==> src/rtl/multiplicador_param_if.sv <==
// Handshake and operand/result bundle for the sequential add-and-shift multiplier.
interface multiplicador_param_if #(
    parameter int unsigned WIDTH = 4
);
    logic                   St;
    logic                   Sgn;
    logic [WIDTH-1:0]       Multiplicando;
    logic [WIDTH-1:0]       Multiplicador;
    logic [2*WIDTH-1:0]     Produto;
    logic                   Idle;
    logic                   Done;

    modport master (
        output St, Sgn, Multiplicando, Multiplicador,
        input  Produto, Idle, Done
    );

    modport slave (
        input  St, Sgn, Multiplicando, Multiplicador,
        output Produto, Idle, Done
    );
endinterface

==> src/rtl/multiplicador_param.sv <==
// Sequential WIDTH-cycle add-and-shift multiplier, unsigned or two's-complement per request.
// The product accumulator drives Produto directly; Idle/Done are registered state flags.
module multiplicador_param #(
    parameter int unsigned WIDTH = 4
) (
    input  logic                   Clk,
    input  logic                   Reset,
    multiplicador_param_if.slave   bus
);
    localparam int unsigned CW = (WIDTH > 2) ? $clog2(WIDTH) : 1;

    localparam logic [1:0] IDLE = 2'd0;
    localparam logic [1:0] RUN  = 2'd1;
    localparam logic [1:0] DONE = 2'd2;

    logic [1:0]         state, state_n;
    logic [CW-1:0]      cnt, cnt_n;
    logic [2*WIDTH-1:0] acc, acc_n;
    logic [WIDTH-1:0]   a_q, a_n;
    logic               sgn_q, sgn_n;
    logic               idle_q, done_q;

    logic [WIDTH:0]     upper_ext;
    logic [WIDTH:0]     a_ext;
    logic [WIDTH:0]     addend;
    logic [WIDTH:0]     sum;

    // Extend to WIDTH+1 bits; sum[WIDTH] is the carry (unsigned) or the true sign (signed).
    always_comb begin
        upper_ext = sgn_q ? {acc[2*WIDTH-1], acc[2*WIDTH-1:WIDTH]} : {1'b0, acc[2*WIDTH-1:WIDTH]};
        a_ext     = sgn_q ? {a_q[WIDTH-1], a_q} : {1'b0, a_q};
        addend    = acc[0] ? a_ext : '0;
        // Signed multiplier bit WIDTH-1 carries negative weight, hence the final subtract.
        if (sgn_q && (cnt == '0)) begin
            sum = upper_ext - addend;
        end else begin
            sum = upper_ext + addend;
        end
    end

    always_comb begin
        state_n = state;
        cnt_n   = cnt;
        acc_n   = acc;
        a_n     = a_q;
        sgn_n   = sgn_q;
        case (state)
            IDLE: begin
                if (bus.St) begin
                    a_n     = bus.Multiplicando;
                    sgn_n   = bus.Sgn;
                    acc_n   = {{WIDTH{1'b0}}, bus.Multiplicador};
                    cnt_n   = CW'(WIDTH - 1);
                    state_n = RUN;
                end
            end
            RUN: begin
                acc_n = {sum, acc[WIDTH-1:1]};
                cnt_n = cnt - CW'(1);
                if (cnt == '0) begin
                    state_n = DONE;
                end
            end
            DONE: begin
                state_n = IDLE;
            end
            default: begin
                state_n = IDLE;
            end
        endcase
    end

    always_ff @(posedge Clk or negedge Reset) begin
        if (!Reset) begin
            state  <= IDLE;
            cnt    <= '0;
            acc    <= '0;
            a_q    <= '0;
            sgn_q  <= 1'b0;
            idle_q <= 1'b1;
            done_q <= 1'b0;
        end else begin
            state  <= state_n;
            cnt    <= cnt_n;
            acc    <= acc_n;
            a_q    <= a_n;
            sgn_q  <= sgn_n;
            idle_q <= (state_n == IDLE);
            done_q <= (state_n == DONE);
        end
    end

    assign bus.Produto = acc;
    assign bus.Idle    = idle_q;
    assign bus.Done    = done_q;
endmodule

==> src/flat_wrapper.sv <==
// flat-port wrapper written by rule: the top's interface ports become plain ports
module multiplicador_param_flat 
#(
    parameter int unsigned WIDTH = 4
)
  (Clk, Reset, bus_St, bus_Sgn, bus_Multiplicando, bus_Multiplicador, bus_Produto, bus_Idle, bus_Done);
  multiplicador_param_if #(.WIDTH(WIDTH)) bus_i ();
  input  logic Clk;
  input  logic Reset;
  input wire logic [$bits(bus_i.St)-1:0] bus_St;
  input wire logic [$bits(bus_i.Sgn)-1:0] bus_Sgn;
  input wire logic [$bits(bus_i.Multiplicando)-1:0] bus_Multiplicando;
  input wire logic [$bits(bus_i.Multiplicador)-1:0] bus_Multiplicador;
  output wire logic [$bits(bus_i.Produto)-1:0] bus_Produto;
  output wire logic [$bits(bus_i.Idle)-1:0] bus_Idle;
  output wire logic [$bits(bus_i.Done)-1:0] bus_Done;
  assign bus_i.St = bus_St;
  assign bus_i.Sgn = bus_Sgn;
  assign bus_i.Multiplicando = bus_Multiplicando;
  assign bus_i.Multiplicador = bus_Multiplicador;
  assign bus_Produto = bus_i.Produto;
  assign bus_Idle = bus_i.Idle;
  assign bus_Done = bus_i.Done;
  multiplicador_param #(.WIDTH(WIDTH)) u_core (.Clk(Clk), .Reset(Reset), .bus(bus_i));
endmodule
==> config.mk <==
export PLATFORM = sky130hd
export DESIGN_NAME = multiplicador_param_flat
export DESIGN_NICKNAME = d
export VERILOG_FILES = /design/src/rtl/multiplicador_param_if.sv /design/src/rtl/multiplicador_param.sv /design/src/flat_wrapper.sv
export SDC_FILE = /design/constraint.sdc
export NUM_CORES = 1
export LEC_CHECK = 0
export ABC_AREA = 1
export ABC_CLOCK_PERIOD_IN_PS = 4600
export BUFFER_PORTS_ARGS = -buffer_cell sky130_fd_sc_hd__buf_2
export CORE_ASPECT_RATIO = 0.75
export CORE_UTILIZATION = 40
export DETAILED_ROUTE_END_ITERATION = 16
export SLEW_MARGIN = 25
export SYNTH_ARGS = -nofsm -noshare
export SYNTH_HDL_FRONTEND = slang
export SYNTH_SLANG_ARGS = --single-unit
export TNS_END_PERCENT = 5
==> constraint.sdc <==
create_clock -name Clk -period 4.6 [get_ports Clk]
set_input_delay 0.46 -clock Clk [delete_from_list [all_inputs] [get_ports Clk]]
set_output_delay 0.46 -clock Clk [all_outputs]
set_load 0.02 [all_outputs]
==> summary.txt <==
Worst setup path
  • Worst path slowest cell: dfrtp_1
  • CP Data Required Time: 4.80 ns
  • Crit path kind: reg -> reg
  • Crit path largest cell delay: 0.48 ns
  • Critical Path AT: 2.25 ns
  • Critical Path, Cell by Cell: nand2_1, ha_1, a21oi_1, fa_1, nand3_1, nand4_1, nand2_1, nand2_1, nand3_1, nand2_1
  • Crit end category: flip-flop
  • CP Max Fanout: 7
  • R2R Setup Slk: 2.55 ns
  • Worst setup SP type: flip-flop
  • Worst path most repeated cell: nand2_1

Synth
  • Commonest cells in the netlist: nand2_1 (24), dfrtp_1 (18), inv_1 (17)
  • Leading cell type by number of instances after synthesis: nand2_1
  • Synth Cell Area: 0.00105 mm²
  • Post-Syn Nets: ~140
  • Post-Syn Instances: 118
  • Syn avg cell area: 8.91 µm²
  • Post-synthesis sequential area ratio: 45.4%
  • Synth area leaders: dfrtp_1 (43%), nand2_1 (8.6%), ha_1 (7.1%), inv_1 (6.1%), o21ai_0 (4.3%)
  • Number of synthesized flops with an enable pin: 0
  • Synth warnings: 0
  • Synth Flop Type: dfrtp_1
  • Seq cells post-synth: 19
  • Async SR Flop Fraction: 100%
  • Dominant cell type by area after synthesis: dfrtp_1
  • Top-area cell type share of the netlist area: 42.9%
  • Cell variety after synth: 24

Clock network
  • Clk Latency, worst-skew pair: 0.30 ns
  • Cts repair resizes: 0
  • H-tree Lvls: 1
  • Worst-case clock buffer depth: 2
  • Setup Fix Bufs, Post-CTS: 0
  • # clock sinks: 19
  • CTS Hold Bufs: 0
  • Clock Tree Root: clkbuf_4
  • Cts bufs inserted: 3
  • CTS tree: yes
  • Worst-path clk slew: 0.12 ns

Route
  • TritonRoute pass-1 iters: 4
  • Routed wire per std cell: approximately 11 µm
  • Routed vias: 817
  • Number of DRC violations after detailed routing: 0
  • WL final: approximately 2 mm
  • Via-to-Cell Ratio: around 4.6
  • Detail Route Antenna Nets: 0
  • Drt initial violations: 4

Final layout
  • Storage cell area: 477 µm²
  • Multi-input gate area: 500 µm²
  • Layout cells sized above 1: 28.0%
  • ANT cells: 0
  • Nets: 163
  • Fillers: between 200 and 300
  • Area Growth Syn to Fin: 16.7%

Job
  • Maxcap violations: 0

Floorplanning
  • Core area: 0.00238 mm²
  • Die width: ~61 µm
  • Row count: 15
  • Initial Util: 44.1%
  • Die area: 0.00284 mm²
  • Chip height: 46.4 µm
  • I/O pins: 22

Timing
  • Final Skew: 0.0109 ns
  • Worst-Margin Slew: 0.423 ns
  • Final Hold Vio Count: 0
  • RSZ-0062 raised after global routing: false
  • Highest Clock Rate: about 0.5 GHz
  • Setup violations, final: 0
  • Max Slew Vio Count: 0
  • Clock period minus worst slack: around 2.1 ns
  • Max transition margin: between 70% and 80%
  • Setup TNS: 0 ns
  • Tcrit/Tclk final: 44.6%

Place
  • Routability congestion estimate: 0.730
  • Hpwl dp: about 1.6 mm
  • Port Buffers: 21

Hold path
  • Worst hold path type: in -> async

Global routing
  • First-pass GRT wire length: roughly 3.3 mm
  • Initial antenna violation count: 0
  • Largest net degree at the start of global routing: 20
  • Vias in the first global route: around 760
  • Total grt overflow: 0
  • GRT Total Usage: 16.5%

Run status
  • Status: complete, no violations
## through the flow
stage	instance area [µm²]	setup WS, ns	utilization [%]	std cells	hold slack [ns]
global route	1230	2.33	51.4	177	0.104
global placement	1200	2.59	50.3	173	0.426
finish	1230	2.55	51.4	177	0.0729
floorplan	1050	2.60	-	118	0.164
CTS	1230	2.53	51.4	177	0.0865
detailed placement	1200	2.55	50.3	173	0.425
## layer usage
metal  GRT usage, %  up-vias  share of wire [%]
li1               -      427                  -
met1           22.1      369                 49
met2           25.9       17                 45
met3           5.06        4                5.1
met4           4.09        0               0.95
met5              0        -                  0
## worst max-delay path: cells and delay by family, from the launching register on
family | cells | cell delay [ns]
AO/OA/AOI/OAI | 1 | 0.10
AND/OR/NAND/NOR | 7 | 0.63
flip-flops | 1 | 0.48
adder cells (fa/ha/maj) | 2 | 0.75
## registers in the layout (all words and copies together) (netlist names)
signal / flops
u_core.bus.Produto: 8
u_core.sgn_q: 1
u_core.cnt: 2
u_core.state: 2
u_core.bus.Done: 1
u_core.bus.Idle: 1
u_core.a_q: 4
## worst paths after layout
kind                                       start                    end  cells after the start
max                        u_core.bus.Produto[0]  u_core.bus.Produto[7]                     10
min                                        Reset  u_core.bus.Produto[1]                      1
max reg2reg                u_core.bus.Produto[0]  u_core.bus.Produto[7]                     10
min reg2reg                u_core.bus.Produto[6]  u_core.bus.Produto[6]                      2
max in group asynchronous                  Reset        u_core.bus.Idle                      1
min in group Clk            bus_Multiplicando[2]          u_core.a_q[2]                      2
## final cells by class
type / count / area share, %
multi-input combinational: 80 / 40.8
sequential: 19 / 38.9
timing repair buffer: 21 / 8.57
inverter: 19 / 6.02
tap: 34 / 3.47
clock buffer: 3 / 1.84
clock inverter: 1 / 0.408
## cells by family (layout without fill, tap and decap cells)
kind of cell	after synthesis	in the layout	synth area share (%)
AND/OR/NAND/NOR	44	44	20.0
AO/OA/AOI/OAI	22	22	11.8
flip-flops	19	19	45.4
buffers and inverters	19	44	7.02
adder cells (fa/ha/maj)	7	7	9.05
multiplexers	4	4	4.29
XOR/XNOR	3	3	2.50
## layout by cell type (no fill, tap or decap), types with 2 or more instances in the layout
master	Yosys	final
dfrtp_1	18	18
nand2_1	24	24
xnor2_1	2	2
nor2_1	9	9
mux2_2	4	4
nand2_4	2	2
o21ai_0	9	9
buf_2	0	21
inv_1	17	17
clkbuf_4	0	3
a21oi_2	2	2
a21oi_1	8	8
nand3_1	5	5
ha_1	6	6
Power is not shown: default switching activity piles up to over one toggle a cycle in this logic, so the estimate is an artifact.
